===== src/rtl/mul_tree_feeder_bf16_pkg.sv =====
// Shared definitions for the bf16 multiplier-tree operand feeder.
// The mode encodings are common with the tree itself.
package mul_tree_feeder_bf16_pkg;

    typedef enum logic [1:0] {
        TWO_IN   = 2'd0,
        THREE_IN = 2'd1,
        FOUR_IN  = 2'd2,
        SIX_IN   = 2'd3
    } mode_e;

    typedef enum logic [1:0] {
        IDLE  = 2'd0,
        FILL  = 2'd1,
        ISSUE = 2'd2
    } state_e;

    localparam logic [15:0] BF16_ONE = 16'h3F80;
    localparam int          SLOTS    = 8;

endpackage


===== src/rtl/mul_tree_feeder_bf16_if.sv =====
// Serial bf16 operand stream from the node-value scheduler into the feeder.
// Handshake: a word transfers on a rising clk edge where in_valid && in_ready;
// in_data/in_last/in_mode are held stable by the master while in_valid is high.
interface mul_tree_feeder_bf16_if;

    logic [15:0] in_data;
    logic        in_valid;
    logic        in_last;
    logic [1:0]  in_mode;
    logic        in_ready;

    modport master (
        output in_data,
        output in_valid,
        output in_last,
        output in_mode,
        input  in_ready
    );

    modport slave (
        input  in_data,
        input  in_valid,
        input  in_last,
        input  in_mode,
        output in_ready
    );

endinterface


===== src/rtl/mul_tree_feeder_bf16.sv =====
// Packs up to eight serial bf16 operands into one 128-bit bundle for the tree,
// tracking bundles in flight so the mode only changes on an empty pipeline.
module mul_tree_feeder_bf16
    import mul_tree_feeder_bf16_pkg::*;
#(
    parameter int          MAX_INFLIGHT = 8,
    parameter logic [15:0] PAD          = BF16_ONE
) (
    input  logic                         clk,
    input  logic                         rst,
    mul_tree_feeder_bf16_if.slave        sif,
    output logic [16*SLOTS-1:0]          mul_ins,
    output logic                         mul_stb,
    output mode_e                        mode,
    input  logic [3:0]                   done_stbs,
    output logic [3:0]                   inflight,
    output logic [15:0]                  bundles_issued,
    output logic                         err_underflow,
    output state_e                       state_dbg
);

    state_e     state;
    logic [2:0] slot_cnt;
    logic       done_any;
    logic       at_max;
    logic       drain_hold;
    logic       accept;
    logic       closing;

    assign done_any  = |done_stbs;
    assign at_max    = (inflight == 4'(MAX_INFLIGHT));
    // A mode change on a bundle's first word waits until the tree has drained.
    assign drain_hold = (state == IDLE) && sif.in_valid &&
                        (mode_e'(sif.in_mode) != mode) && (inflight != 4'd0);
    assign sif.in_ready = rst && (state != ISSUE) && !at_max && !drain_hold;
    assign accept    = sif.in_valid && sif.in_ready;
    assign closing   = sif.in_last || (slot_cnt == 3'(SLOTS - 1));
    assign state_dbg = state;

    always_ff @(posedge clk) begin
        if (!rst) begin
            state          <= IDLE;
            slot_cnt       <= 3'd0;
            mul_ins        <= '0;
            mul_stb        <= 1'b0;
            mode           <= TWO_IN;
            inflight       <= 4'd0;
            bundles_issued <= 16'd0;
            err_underflow  <= 1'b0;
        end else begin
            // An issue and a completion in the same cycle cancel out.
            if (mul_stb && !done_any) begin
                inflight <= inflight + 4'd1;
            end else if (!mul_stb && done_any) begin
                if (inflight == 4'd0) begin
                    err_underflow <= 1'b1;
                end else begin
                    inflight <= inflight - 4'd1;
                end
            end

            if (mul_stb) begin
                bundles_issued <= bundles_issued + 16'd1;
            end

            case (state)
                IDLE, FILL: begin
                    if (accept) begin
                        if (state == IDLE) begin
                            mode <= mode_e'(sif.in_mode);
                        end
                        // Slots past a closing word are padded on the same edge.
                        for (int k = 0; k < SLOTS; k++) begin
                            if (3'(k) == slot_cnt) begin
                                mul_ins[16*k +: 16] <= sif.in_data;
                            end else if (closing && (3'(k) > slot_cnt)) begin
                                mul_ins[16*k +: 16] <= PAD;
                            end
                        end
                        if (closing) begin
                            state    <= ISSUE;
                            mul_stb  <= 1'b1;
                            slot_cnt <= 3'd0;
                        end else begin
                            state    <= FILL;
                            slot_cnt <= slot_cnt + 3'd1;
                        end
                    end
                end
                ISSUE: begin
                    state   <= IDLE;
                    mul_stb <= 1'b0;
                end
                default: begin
                    state   <= IDLE;
                    mul_stb <= 1'b0;
                end
            endcase
        end
    end

endmodule


===== src/flat_wrapper.sv =====
// flat-port wrapper written by rule: the top's interface ports become plain ports
module mul_tree_feeder_bf16_flat import mul_tree_feeder_bf16_pkg::*;
#(
    parameter int          MAX_INFLIGHT = 8,
    parameter logic [15:0] PAD          = BF16_ONE
)
  (clk, rst, mul_ins, mul_stb, mode, done_stbs, inflight, bundles_issued, err_underflow, state_dbg, sif_in_data, sif_in_valid, sif_in_last, sif_in_mode, sif_in_ready);
  mul_tree_feeder_bf16_if sif_i ();
  input  logic clk;
  input  logic rst;
  output logic [16*SLOTS-1:0] mul_ins;
  output logic mul_stb;
  output mode_e mode;
  input  logic [3:0] done_stbs;
  output logic [3:0] inflight;
  output logic [15:0] bundles_issued;
  output logic err_underflow;
  output state_e state_dbg;
  input wire logic [$bits(sif_i.in_data)-1:0] sif_in_data;
  input wire logic [$bits(sif_i.in_valid)-1:0] sif_in_valid;
  input wire logic [$bits(sif_i.in_last)-1:0] sif_in_last;
  input wire logic [$bits(sif_i.in_mode)-1:0] sif_in_mode;
  output wire logic [$bits(sif_i.in_ready)-1:0] sif_in_ready;
  assign sif_i.in_data = sif_in_data;
  assign sif_i.in_valid = sif_in_valid;
  assign sif_i.in_last = sif_in_last;
  assign sif_i.in_mode = sif_in_mode;
  assign sif_in_ready = sif_i.in_ready;
  mul_tree_feeder_bf16 #(.MAX_INFLIGHT(MAX_INFLIGHT), .PAD(PAD)) u_core (.clk(clk), .rst(rst), .sif(sif_i), .mul_ins(mul_ins), .mul_stb(mul_stb), .mode(mode), .done_stbs(done_stbs), .inflight(inflight), .bundles_issued(bundles_issued), .err_underflow(err_underflow), .state_dbg(state_dbg));
endmodule

===== config.mk =====
export PLATFORM = sky130hd
export DESIGN_NAME = mul_tree_feeder_bf16_flat
export DESIGN_NICKNAME = d
export VERILOG_FILES = /design/src/rtl/mul_tree_feeder_bf16_pkg.sv /design/src/rtl/mul_tree_feeder_bf16_if.sv /design/src/rtl/mul_tree_feeder_bf16.sv /design/src/flat_wrapper.sv
export SDC_FILE = /design/constraint.sdc
export NUM_CORES = 1
export LEC_CHECK = 0
export ABC_AREA = 1
export CAP_MARGIN = 20
export CELL_PAD_IN_SITES_DETAIL_PLACEMENT = 0
export CELL_PAD_IN_SITES_GLOBAL_PLACEMENT = 1
export CORE_AREA = 3 3 149 151
export CTS_CLUSTER_SIZE = 16
export DETAILED_ROUTE_END_ITERATION = 16
export DIE_AREA = 0 0 152 154
export PLACE_DENSITY = 0.95
export SYNTH_ARGS = -nofsm -noshare
export SYNTH_HDL_FRONTEND = slang
export SYNTH_SLANG_ARGS = --single-unit
export TNS_END_PERCENT = 1

===== constraint.sdc =====
create_clock -name clk -period 2.9 [get_ports clk]
set_input_delay 0.58 -clock clk [delete_from_list [all_inputs] [get_ports clk]]
set_output_delay 0.58 -clock clk [all_outputs]
set_load 0.01 [all_outputs]

# Word level (Yosys, flattened, before mapping)
# Cells that the tools add are included.
dict set report totals {
  out_inout_bits 155
  regBits 157
  in_bits 26
}
dict set report op_classes {
  n_eq_ne 13
  reduce_logical 51
  bitwise_logic 1
  muxes 21
  add_sub_neg 4
  n_lt_le_gt_ge 8
}
# operator count
set op_table {}
lappend op_table {{two-way mux 16 bit} 16}
lappend op_table {{AND reduction 3 bit} 10}
lappend op_table {{nonzero test 2 bit} 9}
lappend op_table {{logical AND 1 bit} 17}
lappend op_table {{adder 16 x 1 -> 16 bit (second input constant)} 1}
lappend op_table {{equality test 3 bit (first input constant)} 4}
lappend op_table {{> comparator 3 bit (first input constant)} 4}
lappend op_table {{two-way mux 4 bit} 3}
lappend op_table {{AND reduction 2 bit} 4}
lappend op_table {{equality test 2 x 3 -> 1 bit (first input constant)} 2}
lappend op_table {{> comparator 1 x 3 -> 1 bit (first input constant)} 2}
lappend op_table {{> comparator 2 x 3 -> 1 bit (first input constant)} 2}
lappend op_table {{adder 4 x 1 -> 4 bit (second input constant)} 1}
lappend op_table {{equality test 4 bit (second input constant)} 1}
lappend op_table {{logical NOT 1 bit} 4}
lappend op_table {{logical NOT 4 bit} 1}
lappend op_table {{nonzero test 4 bit} 1}
lappend op_table {{OR reduction 4 bit} 1}
lappend op_table {{subtractor 4 x 1 -> 4 bit (second input constant)} 1}
lappend op_table {{adder 3 x 1 -> 3 bit (second input constant)} 1}
lappend op_table {{equality test 1 x 3 -> 1 bit (first input constant)} 1}
lappend op_table {{equality test 3 bit (second input constant)} 1}
lappend op_table {{logical NOT 3 bit} 1}
lappend op_table {{two-way mux 3 bit} 1}
lappend op_table {{9 further kinds} 9}

# Logic depth before layout (Yosys ltp)
dict set report depth {
  ltp_word 8
  depth_mapped 12
  ltp_nobuf 10
}

# Worst setup path after synthesis
# Ideal clock, no wire load.
dict set report synth_path {
  kind {input -> register}
  startpoint {input port done_stbs[1]}
  endpoint {register u_core.inflight[3]}
  path_buffers 0
  arrival_time_ns 1.997
  setup_time_ns 0.132
  cell_stages 9
  path_slack_ns 0.771
  required_ns 2.768
  cell_sequence {nor4_1 > ha_1 > inv_1 > ha_1 > a21oi_1 > nand2_1 > xor2_1 > nand3_1 > a21oi_1}
}
dict set report synth_via {
  elab_chain_len 5
  word_cells_on_any_way 8
  classes_between {eq/ne (1); mux (1); reduce/logical (6)}
}
# item line
set synth_rtl {}
lappend synth_rtl {{start: declaration} flat_wrapper.sv:14} ;# input logic [3:0] done_stbs;
lappend synth_rtl {{OR reduction 4 bit (*)} mul_tree_feeder_bf16.sv:30} ;# assign done_any = |done_stbs;
lappend synth_rtl {{logical NOT 1 bit} mul_tree_feeder_bf16.sv:52} ;# if (mul_stb && !done_any) begin
lappend synth_rtl {{logical AND 1 bit} mul_tree_feeder_bf16.sv:52}
lappend synth_rtl {{!= test 2 x 1 -> 1 bit (no source line) / nonzero test 2 bit (equally long branches)} --}
lappend synth_rtl {{AND reduction 2 bit (no source line)} --}
lappend synth_rtl {{end signal: assignment} mul_tree_feeder_bf16.sv:53} ;# inflight <= inflight + 4'd1;
lappend synth_rtl {{end signal: assignment} mul_tree_feeder_bf16.sv:58} ;# inflight <= inflight - 4'd1;
lappend synth_rtl {{end: declaration} mul_tree_feeder_bf16.sv:16} ;# output logic [3:0] inflight,
# Mark *: on every way between the ends. The rest lies on a longest branch, timed or not.
# A chain may end at the register's enable or synchronous reset.

# Worst setup path in the final report
dict set report layout_path {
  startpoint {input port sif_in_mode[0]}
  endpoint {output port sif_in_ready}
}
dict set report layout_via {
  elab_chain_len 5
}
# item line
set layout_rtl {}
lappend layout_rtl {{start: declaration} flat_wrapper.sv:22} ;# input wire logic [$bits(sif_i.in_mode)-1:0] sif_in_mode;
lappend layout_rtl {{!= test 2 bit} mul_tree_feeder_bf16.sv:34} ;# (mode_e'(sif.in_mode) != mode) && (inflight != 4'd0);
lappend layout_rtl {{logical AND 1 bit} mul_tree_feeder_bf16.sv:33} ;# assign drain_hold = (state == IDLE) && sif.in_valid &&
lappend layout_rtl {{logical AND 1 bit} mul_tree_feeder_bf16.sv:34}
lappend layout_rtl {{logical NOT 1 bit} mul_tree_feeder_bf16.sv:35} ;# assign sif.in_ready = rst && (state != ISSUE) && !at_max && !drain_hold;
lappend layout_rtl {{logical AND 1 bit} mul_tree_feeder_bf16.sv:35}
lappend layout_rtl {{end: declaration} flat_wrapper.sv:23} ;# output wire logic [$bits(sif_i.in_ready)-1:0] sif_in_ready;
# Every way passes these cells.

==> flow_summary.ini <==
[power_and_ir_drop]
ir_drop_mv = 0.399
p_seq_share_pct = 38.1
intPower_uw = 4590
comb_power_share_pct = 25.1
p_sw_uw = 2100
power.leakage_uw = 0.00466
pwr-share-clk_pct = 36.8
pwr_density_cell_nw_per_um2 = 654
netSwitchingFraction_pct = 31.4

[floorplanning]
core_area_um2 = 21000
die_w_um = 152
start_util_pct = 36.6
fp.dieH_um = 154
die-area_um2 = 23400
io_pins = 181
row_count = 53

[drt]
drc = 0
wirelength_um = 23000
dr.first_iter.drc_count = 470
dr.pass1.iters = 4
wire_per_inst_um = 14.1
vias = 7303
antenna_left = 0
viasPerCell = 4.48

[timing]
slew_headroom_pct = 37.2
hold_viol = 0
hold_slack_ns = 0.486
slew_violations = 0
rsz0062_at_grt = no
clock.fmax_mhz = 379
period_share_pct = 91.1
finalSetupTns_ns = 0
setup_violations = 0
finClkSkew_ns = 0.0127
worstMarginPinSlew_ns = 0.942
post-route-min-period_ns = 2.64
setup_ws_ns = 0.258

[setup_path]
endpoint_kind = primary output
path_delay_family = buffers and inverters
worstSetupStartpointType = input port
critical_path.max_stage_delay_ns = 0.54
crit_buf_inv = 3
worstPathMaxFanout = 4
path_cells = clkdlybuf4s50_1, nand2_1, inv_1, nor2_1, nor2_1, nor2_1, nor2_2, clkdlybuf4s50_1
crit_slowest_cell = clkdlybuf4s50_1
crit_path_frequent_cell = nor2_1
critPathArrivalTime_ns = 2.06
critPathKind = input port to primary output
critPathRequiredTime_ns = 2.32

[min_path]
hp-class = flop to flop

[logic_synthesis]
synth-edff-count = 0
avgSynthCellArea_um2 = 6.42
synth_nets = 1232
synth-main-ff-cell = dfxtp_1
yosys_warnings = 0
synth_cell_types = 37
ys_seq_elements = 157
synth-seq-area-share_pct = 40.9
syn_area_um2 = 7680
synthArstFlopShare_pct = 0
syn_inst = 1196

[final_layout]
drive_gt1_share_pct = 5.16
num_antenna_cells = 0
area_delta_synth_final_pct = 33.2
finalNonFillerCells = 1631
final_area_um2 = 10200
nNetsFinal = 1379

[clock_tree]
ctsRootBufferMaster = clkbuf_16
cts_tree = yes
clock_latency_ns = 0.42
htree_levels = 4
post_cts_buffers = 0
hold_buffers = 0
cts.path.max_buffers = 2
cts_buffers = 17
cts_resized = 0
path_clk_slew_ns = 0.07
cts_sinks = 157

[placement]
place_area_um2 = 9580
portBuffers = 180
dp_hpwl_um = 15000
pre_cts_ws_ns = 0.182
finalWeightedCongestion = 0.806
placed_cells = 1599

[job]
cap_violations = 0

[global_routing]
grt-ovfl-total = 0
antenna_found_initial = 0
grt_pass1_vias = 6581
grt_max_degree = 89
grt_pass1_wl_um = 36400
grtUsageTotal_pct = 19.3

[run_status]
status = finished clean
cells by family after synthesis:
kind of cell               after synthesis  synth area share, %
and+or+nand+nor                        680                 37.2
DFF                                    157                 40.9
xor gates and xnor gates                 6                0.685
adders and majority gates               10                 1.73
buffers and inverters                  265                 14.1
AOI/OAI and AO/OA                       78                 5.38
worst paths after layout:
kind	startpoint	end	slack, ns	cells past startpoint
hold / removal	u_core.mul_ins[126]	u_core.mul_ins[126]	0.49	2
setup reg to reg	u_core.slot_cnt[0]	u_core.mul_ins[12]	0.66	10
hold reg to reg	u_core.mul_ins[126]	u_core.mul_ins[126]	0.49	2
setup / recovery	sif_in_mode[0]	sif_in_ready	0.26	8
stage by stage:
stage	utilization, %	power [µW]
3_5_place_dp	45.7	4270
6_report	48.8	6680
2_1_floorplan	-	3590
5_1_grt	48.8	7050
3_3_place_gp	45.7	4250
4_1_cts	48.8	6760
placed cells by master (no fill, tap or decap), types with 2 or more instances in the layout:
cell type / instances
nand2_1: 387
clkinvlp_4: 2
nor2_2: 2
o21ai_0: 19
a21oi_1: 51
nand4_1: 36
inv_2: 12
dfxtp_1: 157
clkbuf_16: 17
inv_1: 189
nand4_4: 7
bufinv_16: 4
xnor2_1: 4
clkdlybuf4s50_1: 179
ha_1: 9
nand3_1: 26
inv_6: 5
nor2_1: 214
o21ai_1: 2
xor2_1: 2
buf_4: 11
a31oi_1: 2
power by group through the flow:
stage	sequential [µW]	clock [µW]	combinational [µW]
5_1_grt	2570	2600	1880
2_1_floorplan	2660	0	931
4_1_cts	2550	2520	1690
6_report	2550	2460	1680
3_3_place_gp	2590	0	1660
3_5_place_dp	2590	0	1680
synth_stat cells (12+ instances only):
library cell	count	area share, %
a21oi_1	51	3.3
nand4_1	36	2.9
nor2_1	214	10
inv_1	189	9.2
o21ai_0	19	1.2
nand2_1	387	19
dfxtp_1	157	41
buf_2	18	1.2
inv_2	12	0.59
nand3_1	26	1.7
clkbuf_1	17	0.83
per-layer routing:
metal | global-route usage, % | up-vias | wire length [µm]
met5 | 0 | - | 0
met1 | 26.7 | 3225 | 10800
li1 | - | 3864 | -
met4 | 3.25 | 0 | 186
met2 | 30.8 | 198 | 10600
met3 | 5.09 | 16 | 1460
area by class of cell:
class / instances / area [µm²]
Fill cell: 2160 / 10700
Multi-Input combinational cell: 774 / 3450
Sequential cell: 157 / 3140
Timing Repair Buffer: 190 / 1870
Inverter: 203 / 764
Clock buffer: 18 / 439
Tap cell: 275 / 344
Clock inverter: 14 / 204
tightest hold or removal path: cells and delay by family (launching register included):
family | cells | cell delay, ns
simple gates | 1 | 0.07
flops | 1 | 0.31
compound gates | 1 | 0.06
sequential cells by signal (all words and copies together) (netlist names):
signal                 count
u_core.mul_ins           128
u_core.bundles_issued     16
u_core.inflight            4
u_core.slot_cnt            3
u_core.mode                2
u_core.state_dbg           2
u_core.err_underflow       1
u_core.mul_stb             1
(Power assumes the default switching activity.)
